--- src/rtl/timer_sequencer_if.sv ---
// Bundle of mode-control signals between the countdown timer sequencer and
// the rest of the timer (buttons, programming block, digit driver).
interface timer_sequencer_if;
    logic        start_stop;    // single-cycle button pulse
    logic        toggle;        // single-cycle button pulse
    logic        programmed;    // level: value entry complete
    logic [15:0] progDigits;    // {min, sec} from the programming block
    logic [2:0]  currentState;  // active mode
    logic [15:0] digitsOut;     // display value {min, sec}
    logic        alarm;         // high while in ALARM
    logic        done;          // one-cycle pulse on RUN->ALARM

    // Environment side: drives buttons/programming data, observes the mode.
    modport master (
        output start_stop, toggle, programmed, progDigits,
        input  currentState, digitsOut, alarm, done
    );

    // Sequencer side.
    modport slave (
        input  start_stop, toggle, programmed, progDigits,
        output currentState, digitsOut, alarm, done
    );
endinterface

--- src/rtl/timer_sequencer.sv ---
// Top-level mode controller of the countdown timer: IDLE/PROG/RUN/PAUSE/ALARM
// sequencing, minute/second count with 1 Hz prescaler, display multiplexing.
//
// Handshake: there is no valid/ready pair here; start_stop and toggle are
// single-cycle pulses sampled on every rising clk edge, programmed is a level
// sampled only in PROG once the guard window has elapsed. Every state change
// becomes visible the cycle after the qualifying input.
module timer_sequencer #(
    parameter int TICK_DIV   = 50000000,
    parameter int ALARM_SECS = 30,
    parameter int PROG_GUARD = 3
) (
    input  logic              clk,
    input  logic              rst_n,
    timer_sequencer_if.slave  bus
);

    localparam int PW = ($clog2(TICK_DIV) < 1) ? 1 : $clog2(TICK_DIV);
    localparam int AW = ($clog2(ALARM_SECS + 1) < 1) ? 1 : $clog2(ALARM_SECS + 1);
    localparam int GW = ($clog2(PROG_GUARD + 1) < 1) ? 1 : $clog2(PROG_GUARD + 1);

    localparam logic [PW-1:0] PRESC_LAST = PW'(TICK_DIV - 1);
    localparam logic [AW-1:0] ALARM_END  = AW'(ALARM_SECS);
    localparam logic [GW-1:0] GUARD_INIT = GW'(PROG_GUARD);

    typedef enum logic [2:0] {
        S_IDLE  = 3'd0,
        S_PROG  = 3'd1,
        S_RUN   = 3'd2,
        S_PAUSE = 3'd3,
        S_ALARM = 3'd4
    } state_e;

    state_e        state_q, state_d;
    logic [7:0]    min_q, min_d;
    logic [7:0]    sec_q, sec_d;
    logic [PW-1:0] presc_q, presc_d;
    logic [GW-1:0] guard_q, guard_d;
    logic [AW-1:0] alarm_cnt_q, alarm_cnt_d;
    logic          done_q, done_d;

    logic          tick;
    logic [7:0]    dec_min;
    logic [7:0]    dec_sec;
    logic          dec_zero;
    logic          count_nonzero;
    logic [AW-1:0] alarm_cnt_inc;

    // Entered minutes/seconds above 59 are saturated rather than wrapped.
    function automatic logic [7:0] clamp59(input logic [7:0] v);
        return (v > 8'd59) ? 8'd59 : v;
    endfunction

    assign tick          = (presc_q == PRESC_LAST);
    assign count_nonzero = (min_q != 8'd0) || (sec_q != 8'd0);
    assign alarm_cnt_inc = alarm_cnt_q + 1'b1;

    // One-second decrement of the {min, sec} count, borrowing a minute at :00.
    always_comb begin
        dec_min = min_q;
        dec_sec = sec_q;
        if (sec_q != 8'd0) begin
            dec_sec = sec_q - 8'd1;
        end else if (min_q != 8'd0) begin
            dec_min = min_q - 8'd1;
            dec_sec = 8'd59;
        end
        dec_zero = (dec_min == 8'd0) && (dec_sec == 8'd0);
    end

    // Next-state and next-count logic for the mode FSM.
    always_comb begin
        state_d     = state_q;
        min_d       = min_q;
        sec_d       = sec_q;
        presc_d     = presc_q;
        guard_d     = guard_q;
        alarm_cnt_d = alarm_cnt_q;
        done_d      = 1'b0;

        case (state_q)
            S_IDLE: begin
                // toggle has priority over start_stop
                if (bus.toggle) begin
                    state_d = S_PROG;
                    guard_d = GUARD_INIT;
                end else if (bus.start_stop && count_nonzero) begin
                    state_d = S_RUN;
                    presc_d = '0;
                end
            end

            S_PROG: begin
                // guard window hides the programming block's stale level
                if (guard_q != '0) begin
                    guard_d = guard_q - 1'b1;
                end else if (bus.programmed) begin
                    min_d   = clamp59(bus.progDigits[15:8]);
                    sec_d   = clamp59(bus.progDigits[7:0]);
                    state_d = S_IDLE;
                end
            end

            S_RUN: begin
                if (tick) begin
                    // the decrement always lands; reaching 00:00 beats a pause
                    min_d   = dec_min;
                    sec_d   = dec_sec;
                    presc_d = '0;
                    if (dec_zero) begin
                        state_d     = S_ALARM;
                        done_d      = 1'b1;
                        alarm_cnt_d = '0;
                    end else if (bus.start_stop) begin
                        state_d = S_PAUSE;
                    end
                end else if (bus.start_stop) begin
                    // prescaler held so the partial second resumes later
                    state_d = S_PAUSE;
                end else begin
                    presc_d = presc_q + 1'b1;
                end
            end

            S_PAUSE: begin
                if (bus.toggle) begin
                    state_d = S_IDLE;
                    min_d   = 8'd0;
                    sec_d   = 8'd0;
                end else if (bus.start_stop) begin
                    state_d = S_RUN;
                end
            end

            S_ALARM: begin
                if (bus.start_stop || bus.toggle) begin
                    state_d = S_IDLE;
                    min_d   = 8'd0;
                    sec_d   = 8'd0;
                end else begin
                    presc_d = tick ? '0 : presc_q + 1'b1;
                    if (tick) begin
                        if (alarm_cnt_inc == ALARM_END) begin
                            state_d = S_IDLE;
                        end else begin
                            alarm_cnt_d = alarm_cnt_inc;
                        end
                    end
                end
            end

            default: begin
                // unreachable encodings recover to a cleared IDLE
                state_d = S_IDLE;
                min_d   = 8'd0;
                sec_d   = 8'd0;
                presc_d = '0;
            end
        endcase
    end

    // State, count and pulse registers with asynchronous clear.
    always_ff @(posedge clk or negedge rst_n) begin
        if (!rst_n) begin
            state_q     <= S_IDLE;
            min_q       <= 8'd0;
            sec_q       <= 8'd0;
            presc_q     <= '0;
            guard_q     <= '0;
            alarm_cnt_q <= '0;
            done_q      <= 1'b0;
        end else begin
            state_q     <= state_d;
            min_q       <= min_d;
            sec_q       <= sec_d;
            presc_q     <= presc_d;
            guard_q     <= guard_d;
            alarm_cnt_q <= alarm_cnt_d;
            done_q      <= done_d;
        end
    end

    assign bus.currentState = state_q;
    assign bus.digitsOut    = (state_q == S_PROG) ? bus.progDigits : {min_q, sec_q};
    assign bus.alarm        = (state_q == S_ALARM);
    assign bus.done         = done_q;

endmodule

--- src/flat_wrapper.sv ---
// flat-port wrapper written by rule: the top's interface ports become plain ports
module timer_sequencer_flat 
#(
    parameter int TICK_DIV   = 50000000,
    parameter int ALARM_SECS = 30,
    parameter int PROG_GUARD = 3
)
  (clk, rst_n, bus_start_stop, bus_toggle, bus_programmed, bus_progDigits, bus_currentState, bus_digitsOut, bus_alarm, bus_done);
  timer_sequencer_if bus_i ();
  input  logic clk;
  input  logic rst_n;
  input wire logic [$bits(bus_i.start_stop)-1:0] bus_start_stop;
  input wire logic [$bits(bus_i.toggle)-1:0] bus_toggle;
  input wire logic [$bits(bus_i.programmed)-1:0] bus_programmed;
  input wire logic [$bits(bus_i.progDigits)-1:0] bus_progDigits;
  output wire logic [$bits(bus_i.currentState)-1:0] bus_currentState;
  output wire logic [$bits(bus_i.digitsOut)-1:0] bus_digitsOut;
  output wire logic [$bits(bus_i.alarm)-1:0] bus_alarm;
  output wire logic [$bits(bus_i.done)-1:0] bus_done;
  assign bus_i.start_stop = bus_start_stop;
  assign bus_i.toggle = bus_toggle;
  assign bus_i.programmed = bus_programmed;
  assign bus_i.progDigits = bus_progDigits;
  assign bus_currentState = bus_i.currentState;
  assign bus_digitsOut = bus_i.digitsOut;
  assign bus_alarm = bus_i.alarm;
  assign bus_done = bus_i.done;
  timer_sequencer #(.TICK_DIV(TICK_DIV), .ALARM_SECS(ALARM_SECS), .PROG_GUARD(PROG_GUARD)) u_core (.clk(clk), .rst_n(rst_n), .bus(bus_i));
endmodule
--- config.mk ---
export PLATFORM = sky130hd
export DESIGN_NAME = timer_sequencer_flat
export DESIGN_NICKNAME = d
export VERILOG_FILES = /design/src/rtl/timer_sequencer_if.sv /design/src/rtl/timer_sequencer.sv /design/src/flat_wrapper.sv
export SDC_FILE = /design/constraint.sdc
export NUM_CORES = 1
export LEC_CHECK = 0
export CORE_MARGIN = 8
export CORE_UTILIZATION = 30
export CTS_CLUSTER_DIAMETER = 100
export CTS_CLUSTER_SIZE = 8
export DETAILED_ROUTE_END_ITERATION = 12
export GPL_ROUTABILITY_DRIVEN = 0
export SLEW_MARGIN = 20
export SYNTH_ARGS = -nofsm -noshare
export SYNTH_HDL_FRONTEND = slang
export SYNTH_SLANG_ARGS = --single-unit
--- constraint.sdc ---
create_clock -name clk -period 3.8 [get_ports clk]
set_clock_uncertainty 0.15 [all_clocks]
set_input_delay 0.95 -clock clk [delete_from_list [all_inputs] [get_ports clk]]
set_output_delay 0.95 -clock clk [all_outputs]
set_load 0.01 [all_outputs]
==> results of run 1 <==
power groups by stage:
| stage | logic (uW) | clock network (uW) | registers [uW] |
|---|---|---|---|
| floorplan | 1050 | 0 | 726 |
| global placement | 1440 | 0 | 822 |
| detailed placement | 1460 | 0 | 827 |
| CTS | 1460 | 546 | 818 |
| global route | 1620 | 567 | 838 |
| finish | 1460 | 530 | 821 |
routing by layer:
layer | up-vias | part of all wire, %
met5 | - | 0
met4 | 0 | 1.4
met3 | 14 | 5.7
met2 | 80 | 46
met1 | 1843 | 46
li1 | 1892 | -
state kept, by name, summed over array words and instances, names as in the netlist:
signal / cells
u_core.bus.done: 1
u_core.guard_q: 2
u_core.sec_q: 8
u_core.min_q: 8
u_core.alarm_cnt_q: 5
u_core.presc_q: 26
u_core.bus.currentState: 3
metrics by stage:
stage / util, % / cell area, um^2 / instances / hold slack, ns / power, uW
floorplan: - / 3870 / 497 / 0.289 / 1780
global placement: 35.3 / 4460 / 694 / 0.305 / 2260
detailed placement: 35.3 / 4460 / 694 / 0.313 / 2290
CTS: 36.7 / 4630 / 702 / 0.326 / 2830
global route: 36.7 / 4630 / 702 / 0.350 / 3030
finish: 36.7 / 4630 / 702 / 0.322 / 2810
worst max path at each step:
stage | start | endpoint | slack, ns | cells past startpoint
CTS | u_core.bus.currentState[0] | bus_digitsOut[6] | 0.24 | 5
floorplan | u_core.bus.currentState[0] | bus_digitsOut[0] | 0.99 | 7
finish | u_core.bus.currentState[0] | bus_digitsOut[6] | 0.25 | 5
global placement | bus_progDigits[14] | bus_digitsOut[14] | 0.54 | 4
global route | u_core.bus.currentState[0] | bus_digitsOut[6] | 0.12 | 5
detailed placement | bus_progDigits[10] | bus_digitsOut[10] | 0.53 | 4
kinds of logic after synthesis:
logic type | synth area share [%]
AO/OA/AOI/OAI | 27.6
buffers and inverters | 4.88
AND/OR/NAND/NOR | 30.0
flip-flops | 34.3
multiplexers | 0.550
adder cells (fa/ha/maj) | 2.26
XOR/XNOR | 0.453
worst register-to-register path: stages, from the launching register on:
cell       delay (ns)
dfrtp_1          0.40
inv_1            0.14
ha_1             0.26
nor4b_4          0.46
nand3_1          0.29
or4_1            0.48
and2_1           0.19
nand3_1          0.16
a2bb2oi_2        0.23
mux2_1           0.33
final cells by class:
cell class / count / area share [%]
multi-input combinational: 401 / 51.0
timing repair buffer: 54 / 10.9
inverter: 14 / 1.14
sequential: 53 / 28.7
clock inverter: 3 / 1.00
tap: 172 / 4.65
clock buffer: 5 / 2.70
synth_stat cells, types with 7 or more instances:
| cell type | number | area share, % |
|---|---|---|
| and2_1 | 7 | 1.1 |
| inv_1 | 13 | 1.3 |
| nor3_1 | 8 | 1.0 |
| nand4_1 | 13 | 2.1 |
| nand2_1 | 83 | 8.1 |
| o31ai_1 | 23 | 4.5 |
| a21oi_1 | 19 | 2.5 |
| buf_2 | 10 | 1.3 |
| ha_1 | 7 | 2.3 |
| a31oi_1 | 10 | 1.6 |
| clkbuf_1 | 16 | 1.6 |
| or3_1 | 9 | 1.5 |
| nor2_1 | 39 | 3.8 |
| nand3_1 | 19 | 2.5 |
| o21ai_0 | 68 | 8.8 |
| dfrtp_1 | 53 | 34 |
==> results.toml, run 1 <==
[global_route]
gr-total-overflow = 0
antenna_found_initial = 0
grt_pass1_wl_mm = 18.7
use_met2_pct = 22.6
grt_util_met1_pct = 16.6
grt_pass1_vias = 3872
grt_use_total_pct = 13.4
use_met3_pct = 3.08
grt_max_degree = 34
busiest_layer = "met2"

[floorplan]
initial_utilization_pct = 30.7
die_area_um2 = 16800
io_pins = 42
rows = 41
core_area_um2 = 12600
die_w_um = 130
die_h_um = 130

[logic_synthesis]
ys_dominant_reg_cell = "dfrtp_1"
ys_seq_elements = 53
postSynthAreaPerCell_um2 = 7.79
yosysWarnings = 0
ys_seq_area_share_pct = 34.3
ys_types = 65
synthArstFlopShare_pct = 100
synth_area_um2 = 3870
synth_edf_count = 0
synth_nets = 525
postSynthCellCount = 497

[worst_setup_path]
r2r_slack_ns = 0.60
crit_type = "flop to output pin"
crit_top_cell = "nand2_1"
cp_max_fo = 13
required_ns = 2.70
cpLargestDelayFamily = "simple AND/OR/NAND/NOR gates"
rr_startpoint = "u_core.sec_q[0]"
cp_slowest_cell = "or3_1"
rr_endpoint = "u_core.alarm_cnt_q[1]"
crit_chain = "inv_1 > or3_1 > nand2_1 > nand2_1 > clkdlybuf4s50_1"
crit_buf_inv = 2
endpoint_kind = "output pin"
slowest_delay_ns = 0.63
arrival_ns = 2.45
rr_worst_depth = 9
start_kind = "flop"

[sta]
finalSetupTns_ns = 0
fin_ws_ns = 0.246
slew_viol_final = 0
setup_violations = 0
finalHoldViolations = 0
final.period_utilization_pct = 93.5
relSlewSlack_pct = 44.6
worst_pin_slew_ns = 0.831
fin_crit_ns = 3.55
rsz0062_at_grt = "no"
fmax_ghz = 0.281

[finish]
drive_gt1_share_pct = 7.17
n_fill_cell = 1364
n_antenna_cell = 0
mostFrequentLayoutCell = "nand2_1"
final_cell_mix = "nand2_1 (83), o21ai_0 (68), dfrtp_1 (53)"
syn_to_final_growth_pct = 19.6
multiInputGateArea_um2 = 2360
nets = 557
register_area_um2 = 1330

[clock_tree]
cts_sinks = 53
clk_path_buf_depth = 2
cts_resized = 0
holdBufCountCts = 0
post_cts_buffers = 0
h-tree-depth = 2
cts-root-buf = "clkbuf_16"
clk_latency_ns = 0.30
cts_tree = "yes"
cts_buffers = 5
clk_pin_slew_ns = 0.07

[routing]
first_pass_iters = 4
drc_errors = 0
routedWlPerCell_um = 15.6
via_per_inst = 5.45
routed_wirelength_mm = 10.9
drt_iter0_drc = 325
vias = 3829
ant_nets = 0

[job]
drv_cap = 0

[power_and_ir_drop]
p_switching_uw = 1240
p_leak_uw = 0.00178
p_int_uw = 1570
vdd.ir_drop.worst_mv = 0.194
clock_power_share_pct = 18.9
netSwitchingFraction_pct = 44.1
power.share.sequential_pct = 29.2
powerDensity_nw_per_um2 = 607
combPwrFrac_pct = 51.9

[worst_hold_path]
min_delay_path_depth = 1
min_path_type = "flop to flop"
worst_hold_startpoint = "u_core.presc_q[21]"
holdPathEnd = "u_core.presc_q[21]"

[status]
run_status = "completed"

[placed_design]
io_buffers = 41
dp_hpwl_mm = 8.05
post-place-ws_ns = 0.526
(Power assumes the default switching activity.)
==> inputs of run 2 (changes only) <==
- CORE_MARGIN: 8 -> unset
==> run 2 against run 1 <==
Hold slack worse by 0.0028 ns. Power down 0.71%. Global-route usage up 3.3 points. Sequential share of layout area up 0.19 points. Register-to-register slack worse by 0.14 ns. Design area down 0.65%. Setup slack better by 0.21 ns. Utilization down 0.24 points. Fmax up 6.3%. Critical path depth up 3. Sequential power down 2%. Combinational power about the same. Largest cell class unchanged. Largest power group unchanged.
==> results.toml, run 2 (synthesized netlist as in run 1, its figures left out) <==
[worst_setup_path]
crit_type = "flop to flop"
cp_slowest_cell = "o22a_1"
required_ns = 3.84
start_kind = "flop"
cp_max_fo = 18
arrival_ns = 3.38
cpLargestDelayFamily = "compound AO/OA/AOI/OAI gates"
crit_buf_inv = 0
slowest_delay_ns = 0.60
crit_chain = "ha_1 > and3_1 > nand3_1 > or3_1 > o21ai_0 > o22a_1 > o21ai_0 > a22o_1"
endpoint_kind = "flop"
crit_top_cell = "o21ai_0"

[global_route]
gr-total-overflow = 0
grt_use_total_pct = 16.7
grt_max_degree = 31
grt_pass1_wl_mm = 17.9
antenna_found_initial = 0
grt_pass1_vias = 3680

[clock_tree]
cts-root-buf = "clkbuf_16"
cts_resized = 0
clk_pin_slew_ns = 0.07
holdBufCountCts = 0
cts_sinks = 53
clk_latency_ns = 0.30
cts_buffers = 5
h-tree-depth = 2
cts_tree = "yes"
post_cts_buffers = 0
clk_path_buf_depth = 2

[floorplan]
die_h_um = 116
die_area_um2 = 13400
rows = 41
initial_utilization_pct = 30.7
core_area_um2 = 12600
io_pins = 42
die_w_um = 116

[sta]
fmax_ghz = 0.299
hold_ws_ns = 0.319
worst_pin_slew_ns = 0.720
relSlewSlack_pct = 51.5
fin_crit_ns = 3.34
final.period_utilization_pct = 88.0
finalHoldViolations = 0
finalSetupTns_ns = 0
setup_violations = 0
rsz0062_at_grt = "no"
slew_viol_final = 0

[routing]
via_per_inst = 5.52
vias = 3851
drc_errors = 0
routed_wirelength_mm = 10.7
routedWlPerCell_um = 15.4
drt_iter0_drc = 211
first_pass_iters = 5
ant_nets = 0

[placed_design]
io_buffers = 41
dp_hpwl_mm = 7.79
dp.cells = 691

[power_and_ir_drop]
powerDensity_nw_per_um2 = 607
vdd.ir_drop.worst_mv = 0.232
p_leak_uw = 0.00177

[finish]
final_cell_mix = "nand2_1 (83), o21ai_0 (68), dfrtp_1 (53)"
n_antenna_cell = 0
syn_to_final_growth_pct = 18.8
largest_register_ffs = 26
mostFrequentLayoutCell = "nand2_1"
finish.utilization_pct = 36.4
largest_registers = "u_core.presc_q x26, u_core.min_q x8, u_core.sec_q x8"
stdcell_count = 698
nets = 554
top_register = "u_core.presc_q"
drive_gt1_share_pct = 6.46

[job]
drv_cap = 0

[worst_hold_path]
min_path_type = "flop to flop"

[status]
run_status = "completed"
-- run 2: layout make-up --
cell class / count / area [um^2]
fillers: 1336 / 8020
multi-input cells: 401 / 2360
flip-flops and latches: 53 / 1330
repair buffers: 51 / 480
well taps: 172 / 215
clock buffers: 5 / 125
inverters: 14 / 52.6
clock inverters: 2 / 38.8
-- run 2: worst register-to-register path: stages, from the launching register on --
cell and delay [ns]:
dfrtp_1 0.41, ha_1 0.26, and3_1 0.23, nand3_1 0.20
or3_1 0.54, o21ai_0 0.31, o22a_1 0.60, o21ai_0 0.26
a22o_1 0.28
-- run 2: per-layer routing --
layer  vias to the layer above  wire length (um)  GRT usage (%)
li1                       1891                 -              -
met1                      1825              4870           21.4
met2                       123              5020           28.3
met3                        12               679           3.29
met4                         0               153           5.28
met5                         -                 0              0
-- run 2: worst paths after layout --
| path | start | endpoint | slack, ns | cells after the start |
|---|---|---|---|---|
| max | u_core.presc_q[0] | u_core.min_q[0] | 0.46 | 8 |
| min | u_core.presc_q[21] | u_core.presc_q[21] | 0.32 | 1 |
| max reg2reg | u_core.presc_q[0] | u_core.min_q[0] | 0.46 | 8 |
| min reg2reg | u_core.presc_q[21] | u_core.presc_q[21] | 0.32 | 1 |
| max in group asynchronous | rst_n | u_core.alarm_cnt_q[3] | 2.28 | 2 |
| min in group asynchronous | rst_n | u_core.sec_q[6] | 0.53 | 1 |
-- run 2: power by group --
group | internal (uW) | leakage [uW] | switching, uW
logic | 596 | 0.000979 | 858
clock network | 310 | 0.0000803 | 219
registers | 651 | 0.000707 | 155
-- run 2: through the flow --
stage | setup WS, ns | total power (uW) | cell area [um^2]
finish | 0.456 | 2790 | 4600
global route | 0.201 | 3000 | 4600
CTS | 0.464 | 2800 | 4600
detailed placement | 0.504 | 2260 | 4430
global placement | 0.518 | 2240 | 4430
floorplan | 0.990 | 1780 | 3870
